===== config.mk =====
export PLATFORM = sky130hd
export DESIGN_NAME = axi_stream_edit_header_flat
export DESIGN_NICKNAME = d
export VERILOG_FILES = /design/src/rtl/axi_stream_edit_header_if.sv /design/src/rtl/axi_stream_edit_header.sv /design/src/flat_wrapper.sv
export SDC_FILE = /design/constraint.sdc
export NUM_CORES = 1
export LEC_CHECK = 0
export CORE_MARGIN = 2
export CORE_UTILIZATION = 48
export CTS_BUF_LIST = sky130_fd_sc_hd__clkbuf_4 sky130_fd_sc_hd__clkbuf_8
export CTS_CLUSTER_DIAMETER = 120
export CTS_CLUSTER_SIZE = 10
export DETAILED_ROUTE_END_ITERATION = 16
export HOLD_SLACK_MARGIN = 0.03
export PLACE_DENSITY = 0.71
export SYNTH_ARGS = -nofsm -noshare
export SYNTH_HDL_FRONTEND = slang
export SYNTH_SLANG_ARGS = --single-unit

===== constraint.sdc =====
create_clock -name clk -period 3.2 [get_ports clk]
set_clock_uncertainty 0.05 [all_clocks]
set_input_delay 0.32 -clock clk [delete_from_list [all_inputs] [get_ports clk]]
set_output_delay 0.32 -clock clk [all_outputs]
set_load 0.1 [all_outputs]

===== src/rtl/axi_stream_edit_header_if.sv =====
// Bundled payload, output and header channels of axi_stream_edit_header.
// slave = the edit stage's view, master = the driving/consuming environment.
interface axi_stream_edit_header_if #(
    parameter int DATA_WD      = 32,
    parameter int DATA_BYTE_WD = DATA_WD / 8,
    parameter int BYTE_CNT_WD  = $clog2(DATA_BYTE_WD)
);
    logic                    valid_in;
    logic                    ready_in;
    logic [DATA_WD-1:0]      data_in;
    logic [DATA_BYTE_WD-1:0] keep_in;
    logic                    last_in;

    logic                    valid_out;
    logic                    ready_out;
    logic [DATA_WD-1:0]      data_out;
    logic [DATA_BYTE_WD-1:0] keep_out;
    logic                    last_out;

    logic                    valid_insert;
    logic                    ready_insert;
    logic [DATA_WD-1:0]      data_insert;
    logic [DATA_BYTE_WD-1:0] keep_insert;
    logic [BYTE_CNT_WD-1:0]  byte_insert_cnt;
    logic                    mode_insert;

    modport slave (
        input  valid_in, data_in, keep_in, last_in, ready_out,
               valid_insert, data_insert, keep_insert, byte_insert_cnt, mode_insert,
        output ready_in, valid_out, data_out, keep_out, last_out, ready_insert
    );

    modport master (
        output valid_in, data_in, keep_in, last_in, ready_out,
               valid_insert, data_insert, keep_insert, byte_insert_cnt, mode_insert,
        input  ready_in, valid_out, data_out, keep_out, last_out, ready_insert
    );
endinterface


===== src/rtl/axi_stream_edit_header.sv =====
// Per-packet header insert (1..DATA_BYTE_WD bytes) or, with AXIS_HDR_STRIP_EN
// defined, leading-byte strip; re-aligns the stream through a residual buffer.
module axi_stream_edit_header #(
    parameter int DATA_WD      = 32,
    parameter int DATA_BYTE_WD = DATA_WD / 8,
    parameter int BYTE_CNT_WD  = $clog2(DATA_BYTE_WD)
) (
    input logic                     clk,
    input logic                     rst,
    axi_stream_edit_header_if.slave bus
);
    localparam int DW = DATA_WD;
    localparam int BW = DATA_BYTE_WD;
    localparam int CW = BYTE_CNT_WD + 2;

    localparam logic [1:0] ST_IDLE  = 2'd0;
    localparam logic [1:0] ST_PKT   = 2'd1;
    localparam logic [1:0] ST_FLUSH = 2'd2;

    logic [1:0]    state_q, state_d;
    logic [DW-1:0] res_q, res_d;
    logic [CW-1:0] res_cnt_q, res_cnt_d;
    logic          valid_out_q, valid_out_d;
    logic [DW-1:0] data_out_q, data_out_d;
    logic [BW-1:0] keep_out_q, keep_out_d;
    logic          last_out_q, last_out_d;
`ifdef AXIS_HDR_STRIP_EN
    logic [CW-1:0] drop_q, drop_d;
    logic [CW-1:0] drop_n;
`endif

    logic          out_free;
    logic          acc_in;
    logic          acc_hdr;
    logic [CW-1:0] beat_cnt;
    logic [CW-1:0] total;
    logic [CW-1:0] hdr_n;
    logic [DW-1:0] data_masked;
    logic [2*DW-1:0] cat;

    function automatic logic [BW-1:0] keep_of(input logic [CW-1:0] cnt);
        logic [BW-1:0] k;
        k = '0;
        for (int unsigned i = 0; i < BW; i++)
            k[BW-1-i] = (CW'(i) < cnt);
        return k;
    endfunction

    assign out_free         = !valid_out_q || bus.ready_out;
    assign bus.ready_in     = (state_q == ST_PKT) && out_free;
    assign bus.ready_insert = (state_q == ST_IDLE) && !rst;
    assign acc_in           = bus.valid_in && bus.ready_in;
    assign acc_hdr          = bus.valid_insert && bus.ready_insert;

    assign bus.valid_out = valid_out_q;
    assign bus.data_out  = data_out_q;
    assign bus.keep_out  = keep_out_q;
    assign bus.last_out  = last_out_q;

    logic unused_sig;
`ifdef AXIS_HDR_STRIP_EN
    assign unused_sig = ^bus.keep_insert;
`else
    assign unused_sig = ^{bus.keep_insert, bus.mode_insert};
`endif

    // Byte string = residual (MSB-aligned, res_cnt bytes) followed by the valid beat bytes.
    always_comb begin
        beat_cnt    = '0;
        data_masked = '0;
        for (int unsigned i = 0; i < BW; i++) begin
            if (bus.keep_in[i]) begin
                beat_cnt                = beat_cnt + CW'(1);
                data_masked[i*8 +: 8]   = bus.data_in[i*8 +: 8];
            end
        end
        cat   = {res_q, {DW{1'b0}}} | ({data_masked, {DW{1'b0}}} >> {res_cnt_q, 3'b000});
        total = res_cnt_q + beat_cnt;
`ifdef AXIS_HDR_STRIP_EN
        // While dropping, the residual is always empty, so the drop only eats beat bytes.
        drop_n = drop_q;
        if (drop_q != '0) begin
            if (drop_q >= total) begin
                drop_n = drop_q - total;
                total  = '0;
                cat    = '0;
            end else begin
                cat    = cat << {drop_q, 3'b000};
                total  = total - drop_q;
                drop_n = '0;
            end
        end
`endif
    end

    always_comb begin
        state_d     = state_q;
        res_d       = res_q;
        res_cnt_d   = res_cnt_q;
        valid_out_d = valid_out_q;
        data_out_d  = data_out_q;
        keep_out_d  = keep_out_q;
        last_out_d  = last_out_q;
        hdr_n       = CW'(bus.byte_insert_cnt) + CW'(1);
`ifdef AXIS_HDR_STRIP_EN
        drop_d      = drop_q;
`endif
        if (out_free)
            valid_out_d = 1'b0;

        case (state_q)
            ST_IDLE: begin
                if (acc_hdr) begin
                    res_d     = bus.data_insert << {CW'(BW) - hdr_n, 3'b000};
                    res_cnt_d = hdr_n;
`ifdef AXIS_HDR_STRIP_EN
                    drop_d    = '0;
                    if (bus.mode_insert) begin
                        res_d     = '0;
                        res_cnt_d = '0;
                        drop_d    = hdr_n;
                    end
`endif
                    state_d = ST_PKT;
                end
            end
            ST_PKT: begin
                if (acc_in) begin
`ifdef AXIS_HDR_STRIP_EN
                    drop_d = drop_n;
`endif
                    if (total >= CW'(BW)) begin
                        valid_out_d = 1'b1;
                        data_out_d  = cat[2*DW-1 -: DW];
                        keep_out_d  = '1;
                        last_out_d  = bus.last_in && (total == CW'(BW));
                        res_d       = cat[DW-1:0];
                        res_cnt_d   = total - CW'(BW);
                    end else begin
                        res_d     = cat[2*DW-1 -: DW];
                        res_cnt_d = total;
                        if (bus.last_in && (total != '0)) begin
                            valid_out_d = 1'b1;
                            data_out_d  = cat[2*DW-1 -: DW];
                            keep_out_d  = keep_of(total);
                            last_out_d  = 1'b1;
                        end
                    end
                    if (bus.last_in)
                        state_d = (total > CW'(BW)) ? ST_FLUSH : ST_IDLE;
                end
            end
            ST_FLUSH: begin
                if (out_free) begin
                    valid_out_d = 1'b1;
                    data_out_d  = res_q;
                    keep_out_d  = keep_of(res_cnt_q);
                    last_out_d  = 1'b1;
                    res_d       = '0;
                    res_cnt_d   = '0;
                    state_d     = ST_IDLE;
                end
            end
            default: state_d = ST_IDLE;
        endcase
    end

    always_ff @(posedge clk or posedge rst) begin
        if (rst) begin
            state_q     <= ST_IDLE;
            res_q       <= '0;
            res_cnt_q   <= '0;
            valid_out_q <= 1'b0;
            data_out_q  <= '0;
            keep_out_q  <= '0;
            last_out_q  <= 1'b0;
`ifdef AXIS_HDR_STRIP_EN
            drop_q      <= '0;
`endif
        end else begin
            state_q     <= state_d;
            res_q       <= res_d;
            res_cnt_q   <= res_cnt_d;
            valid_out_q <= valid_out_d;
            data_out_q  <= data_out_d;
            keep_out_q  <= keep_out_d;
            last_out_q  <= last_out_d;
`ifdef AXIS_HDR_STRIP_EN
            drop_q      <= drop_d;
`endif
        end
    end
endmodule


===== src/flat_wrapper.sv =====
// flat-port wrapper written by rule: the top's interface ports become plain ports
module axi_stream_edit_header_flat 
#(
    parameter int DATA_WD      = 32,
    parameter int DATA_BYTE_WD = DATA_WD / 8,
    parameter int BYTE_CNT_WD  = $clog2(DATA_BYTE_WD)
)
  (clk, rst, bus_valid_in, bus_data_in, bus_keep_in, bus_last_in, bus_ready_out, bus_valid_insert, bus_data_insert, bus_keep_insert, bus_byte_insert_cnt, bus_mode_insert, bus_ready_in, bus_valid_out, bus_data_out, bus_keep_out, bus_last_out, bus_ready_insert);
  axi_stream_edit_header_if #(.DATA_WD(DATA_WD), .DATA_BYTE_WD(DATA_BYTE_WD), .BYTE_CNT_WD(BYTE_CNT_WD)) bus_i ();
  input logic clk;
  input logic rst;
  input wire logic [$bits(bus_i.valid_in)-1:0] bus_valid_in;
  input wire logic [$bits(bus_i.data_in)-1:0] bus_data_in;
  input wire logic [$bits(bus_i.keep_in)-1:0] bus_keep_in;
  input wire logic [$bits(bus_i.last_in)-1:0] bus_last_in;
  input wire logic [$bits(bus_i.ready_out)-1:0] bus_ready_out;
  input wire logic [$bits(bus_i.valid_insert)-1:0] bus_valid_insert;
  input wire logic [$bits(bus_i.data_insert)-1:0] bus_data_insert;
  input wire logic [$bits(bus_i.keep_insert)-1:0] bus_keep_insert;
  input wire logic [$bits(bus_i.byte_insert_cnt)-1:0] bus_byte_insert_cnt;
  input wire logic [$bits(bus_i.mode_insert)-1:0] bus_mode_insert;
  output wire logic [$bits(bus_i.ready_in)-1:0] bus_ready_in;
  output wire logic [$bits(bus_i.valid_out)-1:0] bus_valid_out;
  output wire logic [$bits(bus_i.data_out)-1:0] bus_data_out;
  output wire logic [$bits(bus_i.keep_out)-1:0] bus_keep_out;
  output wire logic [$bits(bus_i.last_out)-1:0] bus_last_out;
  output wire logic [$bits(bus_i.ready_insert)-1:0] bus_ready_insert;
  assign bus_i.valid_in = bus_valid_in;
  assign bus_i.data_in = bus_data_in;
  assign bus_i.keep_in = bus_keep_in;
  assign bus_i.last_in = bus_last_in;
  assign bus_i.ready_out = bus_ready_out;
  assign bus_i.valid_insert = bus_valid_insert;
  assign bus_i.data_insert = bus_data_insert;
  assign bus_i.keep_insert = bus_keep_insert;
  assign bus_i.byte_insert_cnt = bus_byte_insert_cnt;
  assign bus_i.mode_insert = bus_mode_insert;
  assign bus_ready_in = bus_i.ready_in;
  assign bus_valid_out = bus_i.valid_out;
  assign bus_data_out = bus_i.data_out;
  assign bus_keep_out = bus_i.keep_out;
  assign bus_last_out = bus_i.last_out;
  assign bus_ready_insert = bus_i.ready_insert;
  axi_stream_edit_header #(.DATA_WD(DATA_WD), .DATA_BYTE_WD(DATA_BYTE_WD), .BYTE_CNT_WD(BYTE_CNT_WD)) u_core (.clk(clk), .rst(rst), .bus(bus_i));
endmodule

# Yosys cells after proc, flatten, opt, wreduce, memory -nomap -nowiden
# Index checks and enable logic that the tools add are counted.
[word_totals]
reg_bits = 76
latch_bits = 0
mem_bits_rw = 0
mem_bits_ro = 0
output_inout_bits = 40
n_memories = 0
[op_classes]
n_addsub = 7
multipliers = 0
div_mod_pow = 0
magnitude_cmp = 10
eq_ne = 8
shift = 2
muxes = 45
bitwise_logic = 1
reduce_logical = 16
[op_table]
columns = ["cell", "n"]
rows = [
  ["$mux W32", 8],
  ["$pmux W32 S3", 1],
  ["$or A64 B64 Y64", 1],
  ["$pmux W32 S2", 1],
  ["$shr A64 B7 Y64", 1],
  ["$mux W4", 11],
  ["$mux W8", 4],
  ["$shl A32 B7 Y32", 1],
  ["$lt A1 B4 Y1 const A", 4],
  ["$lt A2 B4 Y1 const A", 4],
  ["$pmux W4 S3", 1],
  ["$reduce_and A4 Y1", 3],
  ["$mux W1", 10],
  ["$mux W2", 5],
  ["$add A4 B1 Y4 const B", 2],
  ["$pmux W4 S2", 1],
  ["$logic_and A1 B1 Y1", 6],
  ["$ne A2 B1 Y1 const B", 3],
  ["$pmux W2 S3", 1],
  ["$add A4 B4 Y4", 1],
  ["$eq A4 B3 Y1 const B", 1],
  ["$ge A4 B3 Y1 const B", 1],
  ["$gt A4 B3 Y1 const B", 1],
  ["$pmux W1 S2", 2],
  ["other kinds (14)", 15],
]

# Logic depth before layout (Yosys ltp)
# Gate-level depths: netlist (run 1).
[depth]
depth_word = 14
ltp_mapped = 17

# Worst setup path after synthesis (run 1)
# No wires, ideal clock.
[synth_path]
path_type = "input-to-reg"
from = "in bus_keep_in[0]"
to = "reg u_core.data_out_q[0], in the netlist u_core.bus.data_out[0]"
setup_time_ns = 0.126
arrival_ns = 3.653
required_ns = 3.024
slack_ns = -0.629
stages = 16
path_buffers = 5
cell_sequence = "buf_2 -> buf_2 -> inv_1 -> ha_1 -> xor2_1 -> ha_1 -> mux2_2 -> fa_1 -> or3b_1 -> o211ai_1 -> o31a_2 -> buf_6 -> a31oi_1 -> buf_6 -> buf_6 -> mux2_4"
[synth_via]
elab_chain_len = 12
word_cells_on_any_way = 20
classes_between = "add/sub: 4; order compare: 1; eq/ne: 1; shift: 1; mux: 9; bitwise: 1; reduce/logical: 3"
[synth_rtl]
columns = ["element", "line_no", "source"]
rows = [
  ["start, declared", "flat_wrapper.sv:14", "input wire logic [$bits(bus_i.keep_in)-1:0] bus_keep_in;"],
  ["$mux W1", "axi_stream_edit_header.sv:72", "if (bus.keep_in[i]) begin"],
  ["$add A1 B1 Y2", "axi_stream_edit_header.sv:73", "beat_cnt = beat_cnt + CW'(1);"],
  ["$mux W4", "axi_stream_edit_header.sv:72", ""],
  ["$add A4 B1 Y4", "axi_stream_edit_header.sv:73", ""],
  ["$mux W4", "axi_stream_edit_header.sv:72", ""],
  ["$add A4 B1 Y4", "axi_stream_edit_header.sv:73", ""],
  ["$mux W4", "axi_stream_edit_header.sv:72", ""],
  ["$add A4 B4 Y4", "axi_stream_edit_header.sv:78", "total = res_cnt_q + beat_cnt;"],
  ["$ge A4 B3 Y1 or $reduce_bool A4 Y1 (tied branches)", "axi_stream_edit_header.sv:132, axi_stream_edit_header.sv:142", ""],
  ["$mux W32 or $logic_and A1 B1 Y1 (tied branches)", "axi_stream_edit_header.sv:132, axi_stream_edit_header.sv:142", ""],
  ["$mux W32 or $ne A3 B3 Y1 (tied branches)", "-", ""],
  ["$pmux W32 S2 or $reduce_and A4 Y1 (tied branches)", "-", ""],
  ["end signal, assigned", "axi_stream_edit_header.sv:185", "data_out_q <= data_out_d;"],
  ["end, declared", "axi_stream_edit_header.sv:24", "logic [DW-1:0] data_out_q, data_out_d;"],
]
# Several ways; a longest one is shown, not always the timed one. The select of a mux whose other input is x is not followed.
# A chain may end at the register's enable or synchronous reset.

# Final worst setup path (run 1)
[layout_path]
from = "in bus_keep_in[0]"
to = "reg u_core.res_q[20]"
[layout_via]
elab_chain_len = 12
word_cells_on_any_way = 15
classes_between = "add/sub: 4; order compare: 1; shift: 1; mux: 8; bitwise: 1"
[layout_rtl]
columns = ["element", "line_no", "source"]
rows = [
  ["$mux W1", "axi_stream_edit_header.sv:72", ""],
  ["$add A1 B1 Y2", "axi_stream_edit_header.sv:73", ""],
  ["$mux W4", "axi_stream_edit_header.sv:72", ""],
  ["$add A4 B1 Y4", "axi_stream_edit_header.sv:73", ""],
  ["$mux W4", "axi_stream_edit_header.sv:72", ""],
  ["$add A4 B1 Y4", "axi_stream_edit_header.sv:73", ""],
  ["$mux W4", "axi_stream_edit_header.sv:72", ""],
  ["$add A4 B4 Y4", "axi_stream_edit_header.sv:78", ""],
  ["$ge A4 B3 Y1", "axi_stream_edit_header.sv:132", "if (total >= CW'(BW)) begin"],
  ["$mux W32 *", "axi_stream_edit_header.sv:132", ""],
  ["$mux W32 *", "axi_stream_edit_header.sv:128", "if (acc_in) begin"],
  ["$pmux W32 S3 *", "axi_stream_edit_header.sv:111", "case (state_q)"],
  ["end signal, assigned", "axi_stream_edit_header.sv:182", "res_q <= res_d;"],
  ["end, declared", "axi_stream_edit_header.sv:21", "logic [DW-1:0] res_q, res_d;"],
]
# Mark *: on every way between the ends. The rest lies on a longest branch, timed or not. The select of a mux whose other input is x is not followed.

==> impl_table.tex, run 1 <==
\begin{tabular}{lr}
\hline
Metric & Value \\
\hline
\multicolumn{2}{l}{\textbf{Status}} \\
\quad Result of the run & complete, no violations \\
\multicolumn{2}{l}{\textbf{Route}} \\
\quad Final wirelength & 23.0 mm \\
\quad Via total after detailed routing & 6597 \\
\quad Iteration-0 DRC Markers & 744 \\
\quad Pre-antenna DRT Iters & 6 \\
\quad Number of vias per cell after detailed routing & 6.51 \\
\quad DRC errors left & 0 \\
\quad Routed wirelength normalized by instance count & 22.7 um \\
\quad DRT antenna net count & 0 \\
\multicolumn{2}{l}{\textbf{Clock network}} \\
\quad Clock insertion delay at the later pin of the skew report & 0.38 ns \\
\quad TritonCTS buffer count & 9 \\
\quad TritonCTS Sinks & 76 \\
\quad Clock transition at the registers of the reported paths & 0.08 ns \\
\quad TritonCTS clock tree & built \\
\quad Clock Path Buffers & 2 \\
\quad Clock root buffer & clkbuf\_8 \\
\quad Number of H-tree branching levels & 3 \\
\multicolumn{2}{l}{\textbf{Worst hold path}} \\
\quad Hold WC Path Type & input port to asynchronous set/reset pin \\
\multicolumn{2}{l}{\textbf{Yosys}} \\
\quad Number of synthesized flops with an enable pin & 0 \\
\quad Count of mapped cells out of synthesis & 714 \\
\quad Mean instance size in the synthesized netlist & 8.58 um2 \\
\quad Yosys top cell by area & dfrtp\_1 \\
\quad Most used DFF post-synth & dfrtp\_1 \\
\quad Synthesized flop and latch total & 76 \\
\quad Fraction of registers with async set/reset & 100\% \\
\quad Register area share after synthesis & 31.0\% \\
\quad Library cells used by synthesis & 56 \\
\quad Post-synth top area share & 31.0\% \\
\quad Net count after synthesis & 808 \\
\quad Yosys warnings & 0 \\
\quad Cells taking the most area after synthesis & dfrtp\_1 (31\%), mux4\_2 (5.9\%), a21oi\_1 (5.6\%) \\
\quad Cell area after synthesis & 6130 um2 \\
\multicolumn{2}{l}{\textbf{Pwr}} \\
\quad Leak & 0.00323 uW \\
\quad Total power per unit cell area & 1280 nW/um2 \\
\quad Total power of the final layout & 10400 uW \\
\quad Maximum ir drop on the vdd rail & 1.05 mV \\
\multicolumn{2}{l}{\textbf{Floorplanning}} \\
\quad \# IOs & 121 \\
\quad Die extent in x & 117 um \\
\quad Die height & 117 um \\
\quad Area of the die & 13700 um2 \\
\quad Initial standard-cell utilization of the core & 48.8\% \\
\quad CORE AREA & 12600 um2 \\
\quad Number of rows created at floorplan & 41 \\
\multicolumn{2}{l}{\textbf{STA}} \\
\quad Final count of hold timing violations & 0 \\
\quad Max frequency & 325 MHz \\
\quad Setup TNS & 0 ns \\
\quad Setup violations, final & 0 \\
\quad Transition at the pin with the smallest max-transition slack & 0.985 ns \\
\quad RSZ-0062 raised after global routing & false \\
\quad Share of the clock period used by the worst path & 96.2\% \\
\quad Fin. max-slew vios & 0 \\
\quad Worst slew margin & 34.2\% \\
\quad Clock period minus final worst setup slack & 3.08 ns \\
\multicolumn{2}{l}{\textbf{Final layout}} \\
\quad Post-layout util & 64.3\% \\
\quad Non-filler instance count after layout & 1013 \\
\quad Synth-to-layout area growth & 31.8\% \\
\quad Antenna cells & 0 \\
\quad \# nets final & 930 \\
\quad Layout Cell Area excl Fill & 8080 um2 \\
\quad Fraction of layout cells with a size suffix above 1 & 18.4\% \\
\multicolumn{2}{l}{\textbf{Global routing}} \\
\quad Largest net degree at the start of global routing & 61 \\
\quad Antenna violations before repair & 0 \\
\quad Global route overflow & 0 \\
\quad Vias in the first global route & 6329 \\
\quad First-pass GRT wire length & 35.1 mm \\
\quad Tot GR Track Use & 34.4\% \\
\multicolumn{2}{l}{\textbf{Worst setup path}} \\
\quad Worst EP required & 3.41 ns \\
\quad Endpoint of the most critical register-to-register path & u\_core.res\_q[20] \\
\quad Timing startpoint of the critical path & bus\_keep\_in[0] \\
\quad Critical path cell sequence & buf\_6, inv\_2, ha\_4, xor2\_2, ha\_1, mux2\_4, fa\_2, or3b\_1, o211ai\_1, o31a\_2, buf\_8, buf\_12, a21oi\_1, a221o\_1 \\
\quad Worst setup SP type & input port \\
\quad Setup slack of the most critical reg-to-reg path & 0.54 ns \\
\quad Top fanout value on the critical path & 5 \\
\quad CP Class & input port to flop \\
\quad Endpoint class of the critical path & flop \\
\quad Worst R2R Start & u\_core.res\_cnt\_q[0] \\
\quad Capture point of the worst path & u\_core.res\_q[20] \\
\quad Delay contributed by the slowest stage of the critical path & 0.38 ns \\
\quad Cell at the slowest stage of the critical path & or3b\_1 \\
\quad Number of cells on the worst reg-to-reg path & 9 \\
\quad Worst Path Arrival & 3.29 ns \\
\multicolumn{2}{l}{\textbf{Placed design}} \\
\quad Count of input and output buffers & 115 \\
\quad Routability cong. & 0.943 \\
\quad Placed instance count & 990 \\
\quad HPWL Detailed & 16.8 mm \\
\quad Dpl cell area & 7690 um2 \\
\multicolumn{2}{l}{\textbf{Flow run}} \\
\quad Total of max-cap violations & 0 \\
\hline
\end{tabular}
[what timing repair did]
item,CTS,global route
endpoints found under the setup margin,71,69
setup buffers,6,0
gates resized for setup,15,19
cloned,3,1
hold buffers,0,0
pin swaps,4,8
[where the power goes]
group	internal [uW]	leakage, uW	switching (uW)
combinational	2840	0.00218	5000
clock	447	0.000106	381
sequential	1410	0.000944	300
total	4700	0.00323	5680
[sequential cells by signal, indices dropped and copies added, names as in the netlist]
| signal | cells |
|---|---|
| u_core.res_cnt_q | 4 |
| u_core.bus.keep_out | 4 |
| u_core.bus.data_out | 32 |
| u_core.state_q | 2 |
| u_core.bus.valid_out | 1 |
| u_core.bus.last_out | 1 |
| u_core.res_q | 32 |
[stage by stage]
step	setup slack, ns	hold WS (ns)
finish	0.122	0.342
global route	0.00326	0.423
CTS	0.00602	0.343
detailed placement	-0.705	0.446
global placement	-0.635	0.440
floorplan	-0.280	0.449
[cell usage in the layout, fill, tap and decap left out, types with 4 or more instances in the layout]
cell type        count
clkdlybuf4s50_1    107
dfrtp_1             76
a21oi_1             69
nor2_1              62
buf_4               56
nand2_1             53
o21ai_0             50
inv_1               27
a31oi_1             27
mux2i_1             24
nor3_1              19
a22oi_1             19
mux4_2              16
nand3_1             16
mux2_2              16
mux2_4              14
a221o_1             14
nand4b_1            13
o211ai_1            13
a211oi_1            11
ha_1                11
or3_1                9
o21bai_1             9
clkbuf_8             9
o2111ai_1            8
o22ai_1              7
a31o_2               6
a221oi_1             6
buf_12               5
buf_6                4
[synthesized netlist by cell type (3+ instances only)]
cell type  count
dfrtp_1       76
a21oi_1       69
mux2_2        18
buf_1          7
nand4b_1      13
nand3_1       16
buf_6          4
nor3_1        19
ha_1          12
or3_1         10
a221o_1       14
a221oi_1       9
o2111ai_1      8
inv_1         30
nand2_1       53
o21bai_1       9
a22oi_1       19
o311ai_0       4
buf_2         17
nor2_1        62
a31o_2         6
o211ai_1      13
mux2i_1       25
o21ai_0       51
a31oi_1       29
a211oi_1      11
mux4_2        16
mux2_4        12
clkbuf_1      37
o22ai_1        8
nor2b_1        3
xor2_1         4
[layer usage]
layer	global-route usage, %	wire, um
met1	44.1	9320
met3	5.61	1580
met5	0	0
met4	17.9	1270
met2	56.1	10900
[kinds of logic after synthesis]
logic type                 Yosys count  share of synthesized area, %
DFF                                 76                          31.0
and+or+nand+nor                    186                          14.2
muxes                               71                          16.2
adders and majority gates           13                          2.78
xor gates and xnor gates             5                         0.714
AOI/OAI and AO/OA                  266                          28.2
buffers and inverters               97                          6.84
[worst min-delay path by stage]
stage,endpoint,start,cells after the start
floorplan,u_core.state_q[1],u_core.state_q[1],2
global placement,u_core.bus.data_out[7],u_core.bus.data_out[7],1
detailed placement,u_core.bus.data_out[7],u_core.bus.data_out[7],1
CTS,u_core.bus.last_out,rst,2
global route,u_core.bus.keep_out[3],rst,2
finish,u_core.bus.data_out[6],rst,2
[worst max-delay path: cells and delay by family]
kind,cells,cell delay [ns]
adder cells (fa/ha/maj),3,0.88
AO/OA/AOI/OAI,4,0.83
XOR/XNOR,1,0.16
AND/OR/NAND/NOR,1,0.38
buffers and inverters,4,0.42
multiplexers,1,0.29
[cell type report]
type	count	area [um2]
flip-flops and latches	76	1900
multi-input cells	541	3900
well taps	172	215
clock inverters	6	88.8
repair buffers	177	1720
inverters	31	119
fillers	1082	4490
clock buffers	10	131
Note: power is estimated with default switching activity, not from simulation.
==> inputs of run 2 (changes only) <==
==> constraint.sdc (replaced) <==
create_clock -name clk -period 3.5 [get_ports clk]
set_clock_uncertainty 0.05 [all_clocks]
set_input_delay 0.35 -clock clk [delete_from_list [all_inputs] [get_ports clk]]
set_output_delay 0.35 -clock clk [all_outputs]
set_load 0.1 [all_outputs]
==> impl_table.tex, run 2 (synthesis gave the netlist of run 1 again) <==
\begin{tabular}{lr}
\hline
Metric & Value \\
\hline
\multicolumn{2}{l}{\textbf{Placed design}} \\
\quad Count of input and output buffers & 115 (unchanged) \\
\quad HPWL Detailed & 16.3 mm (was 16.8 mm) \\
\quad Routability cong. & 0.961 (was 0.943) \\
\quad Placed instance count & 983 (was 990) \\
\quad Dpl cell area & 7630 um2 (was 7690 um2) \\
\multicolumn{2}{l}{\textbf{Route}} \\
\quad DRC errors left & 0 (unchanged) \\
\quad DRT antenna net count & 0 (unchanged) \\
\quad Number of vias per cell after detailed routing & 6.55 (was 6.51) \\
\quad Final wirelength & 22.1 mm (was 23.0 mm) \\
\quad Pre-antenna DRT Iters & 6 (unchanged) \\
\quad Via total after detailed routing & 6545 (was 6597) \\
\quad Iteration-0 DRC Markers & 714 (was 744) \\
\quad Routed wirelength normalized by instance count & 22.1 um (was 22.7 um) \\
\multicolumn{2}{l}{\textbf{Clock network}} \\
\quad Clock insertion delay at the later pin of the skew report & 0.38 ns (about the same) \\
\quad TritonCTS buffer count & 9 (unchanged) \\
\quad TritonCTS Sinks & 76 (unchanged) \\
\quad Clock root buffer & clkbuf\_8 (unchanged) \\
\quad TritonCTS clock tree & built (unchanged) \\
\quad Clock transition at the registers of the reported paths & 0.08 ns (about the same) \\
\quad Clock Path Buffers & 2 (unchanged) \\
\quad Number of H-tree branching levels & 3 (unchanged) \\
\multicolumn{2}{l}{\textbf{Final layout}} \\
\quad Non-filler instance count after layout & 1000 (was 1013) \\
\quad Most common library cell in the layout ignoring fill and taps & clkdlybuf4s50\_1 (unchanged) \\
\quad Fraction of layout cells with a size suffix above 1 & 15.6\% (was 18.4\%) \\
\quad Most frequent cells in the layout & clkdlybuf4s50\_1 (110), dfrtp\_1 (76), a21oi\_1 (69) (was clkdlybuf4s50\_1 (107), dfrtp\_1 (76), a21oi\_1 (69)) \\
\quad Fill cells & 1098 (was 1082) \\
\quad \# nets final & 917 (was 930) \\
\quad Antenna cells & 0 (unchanged) \\
\quad Layout Cell Area excl Fill & 7930 um2 (was 8080 um2) \\
\quad Synth-to-layout area growth & 29.4\% (was 31.8\%) \\
\multicolumn{2}{l}{\textbf{Global routing}} \\
\quad Vias in the first global route & 6224 (was 6329) \\
\quad Global route overflow & 0 (unchanged) \\
\quad Largest net degree at the start of global routing & 65 (was 61) \\
\quad First-pass GRT wire length & 34.5 mm (was 35.1 mm) \\
\quad Tot GR Track Use & 33.3\% (was 34.4\%) \\
\quad Antenna violations before repair & 0 (unchanged) \\
\multicolumn{2}{l}{\textbf{Pwr}} \\
\quad Maximum ir drop on the vdd rail & 1.06 mV (was 1.05 mV) \\
\quad Internal power & 4180 uW (was 4700 uW) \\
\quad Total power of the final layout & 9220 uW (was 10400 uW) \\
\quad Total power per unit cell area & 1160 nW/um2 (was 1280 nW/um2) \\
\quad Relative contribution of combinational cells to total power & 73.6\% (was 75.5\%) \\
\quad Reg power frac & 17.0\% (was 16.5\%) \\
\quad Sw Share & 54.6\% (was 54.7\%) \\
\quad Leak & 0.00315 uW (was 0.00323 uW) \\
\quad Part of the total power dissipated in the clock network & 9.4\% (was 8.0\%) \\
\quad Power dissipated by switching net loads & 5030 uW (was 5680 uW) \\
\multicolumn{2}{l}{\textbf{Worst setup path}} \\
\quad Top fanout value on the critical path & 14 (was 5) \\
\quad Setup slack of the most critical reg-to-reg path & 0.78 ns (was 0.54 ns) \\
\quad Number of cells on the worst reg-to-reg path & 8 (was 9) \\
\quad Cell at the slowest stage of the critical path & or3b\_1 (unchanged) \\
\quad Worst R2R Start & u\_core.res\_cnt\_q[0] (unchanged) \\
\quad Worst EP required & 3.71 ns (was 3.41 ns) \\
\quad CP Class & input port to flop (unchanged) \\
\quad Critical path cell sequence & clkdlybuf4s15\_1, inv\_1, ha\_4, xor2\_4, ha\_1, mux2\_4, fa\_2, or3b\_1, o211ai\_1, o31a\_2, buf\_12, a21oi\_1, a221o\_1 (was buf\_6, inv\_2, ha\_4, xor2\_2, ha\_1, mux2\_4, fa\_2, or3b\_1, o211ai\_1, o31a\_2, buf\_8, buf\_12, a21oi\_1, a221o\_1) \\
\quad Endpoint of the most critical register-to-register path & u\_core.res\_q[17] (was u\_core.res\_q[20]) \\
\quad Endpoint class of the critical path & flop (unchanged) \\
\quad Worst Path Arrival & 3.60 ns (was 3.29 ns) \\
\quad Worst setup SP type & input port (unchanged) \\
\quad Delay contributed by the slowest stage of the critical path & 0.37 ns (was 0.38 ns) \\
\multicolumn{2}{l}{\textbf{STA}} \\
\quad Transition at the pin with the smallest max-transition slack & 0.991 ns (was 0.985 ns) \\
\quad Hold slack & 0.243 ns (was 0.342 ns) \\
\quad Setup TNS & 0 ns (unchanged) \\
\quad Setup violations, final & 0 (unchanged) \\
\quad RSZ-0062 raised after global routing & false (unchanged) \\
\quad Worst slew margin & 33.8\% (was 34.2\%) \\
\quad Share of the clock period used by the worst path & 96.8\% \\
\quad Max frequency & 295 MHz \\
\quad Clock period minus final worst setup slack & 3.39 ns \\
\quad Fin. max-slew vios & 0 (unchanged) \\
\quad Final count of hold timing violations & 0 (unchanged) \\
\multicolumn{2}{l}{\textbf{Floorplanning}} \\
\quad CORE AREA & 12600 um2 (unchanged) \\
\quad Initial standard-cell utilization of the core & 48.8\% (unchanged) \\
\quad Area of the die & 13700 um2 (unchanged) \\
\quad Die height & 117 um (unchanged) \\
\quad Die extent in x & 117 um (unchanged) \\
\quad \# IOs & 121 (unchanged) \\
\quad Number of rows created at floorplan & 41 (unchanged) \\
\multicolumn{2}{l}{\textbf{Worst hold path}} \\
\quad Hold WC Path Type & input port to asynchronous set/reset pin (unchanged) \\
\multicolumn{2}{l}{\textbf{Status}} \\
\quad Result of the run & complete, no violations (unchanged) \\
\multicolumn{2}{l}{\textbf{Flow run}} \\
\quad Total of max-cap violations & 0 (unchanged) \\
\hline
\end{tabular}
## run 2: cell count changes in the layout (fill, tap and decap cells not counted), sizes merged, moves of 2 or more
cell           change
clkdlybuf4s15      +2
buf               -16
clkinvlp           -2
clkdlybuf4s50      +3
## run 2: what timing repair did
item                                    in CTS  in global routing
resized for setup                            7                  5
endpoints found under the setup margin      65                  9
pin swaps                                    0                  1
hold buffers                                 0                  0
gates cloned                                 1                  0
setup buffers                                0                  0
## run 2: per-layer routing
| layer | track usage (%) | vias up | share of wire (%) |
|---|---|---|---|
| li1 | - | 2919 | - |
| met1 | 43.5 | 3206 | 40 |
| met2 | 53.8 | 363 | 48 |
| met3 | 6.23 | 57 | 7.7 |
| met4 | 15.3 | 0 | 4.3 |
| met5 | 0 | - | 0 |
## run 2: power by group through the flow
| stage | clock (uW) | combinational [uW] | sequential (uW) |
|---|---|---|---|
| after floorplan | 0 | 3390 | 2940 |
| after global placement | 0 | 6450 | 1550 |
| after detailed placement | 0 | 6560 | 1570 |
| after CTS | 871 | 6720 | 1560 |
| after global routing | 912 | 7200 | 1610 |
| final | 869 | 6790 | 1560 |
## run 2: worst max-delay path, delay by kind of cell
family | cells | cell delay, ns
simple gates | 1 | 0.37
xor+xnor | 1 | 0.16
fa+ha+maj | 3 | 0.92
mux | 1 | 0.29
buf+inv | 3 | 0.55
compound gates | 4 | 0.96
## run 2: worst max-delay path by stage
stage | startpoint | slack, ns | to
finish | bus_keep_in[1] | 0.11 | u_core.res_q[17]
global route | bus_keep_in[1] | 0.02 | u_core.res_q[27]
CTS | bus_keep_in[1] | 0.07 | u_core.res_q[7]
detailed placement | bus_keep_in[1] | -0.50 | u_core.bus.data_out[10]
global placement | bus_keep_in[1] | -0.36 | u_core.bus.data_out[2]
floorplan | bus_keep_in[0] | -0.01 | u_core.bus.data_out[0]
## run 2: per-stage QoR
step | setup slack (ns) | util [%]
after floorplan | -0.00979 | -
after global placement | -0.356 | 60.7
after detailed placement | -0.501 | 60.7
after CTS | 0.0746 | 63.1
after global routing | 0.0184 | 63.1
final | 0.111 | 63.1
## run 2: area by class of cell
cell class              count  area [um2]  share of cell area, %
flip-flops and latches     76        1900                   24.0
multi-input cells         541        3870                   48.8
clock inverters             4        95.1                   1.20
repair buffers            164        1580                   19.9
well taps                 172         215                   2.71
inverters                  31         116                   1.47
clock buffers              12         159                   2.00
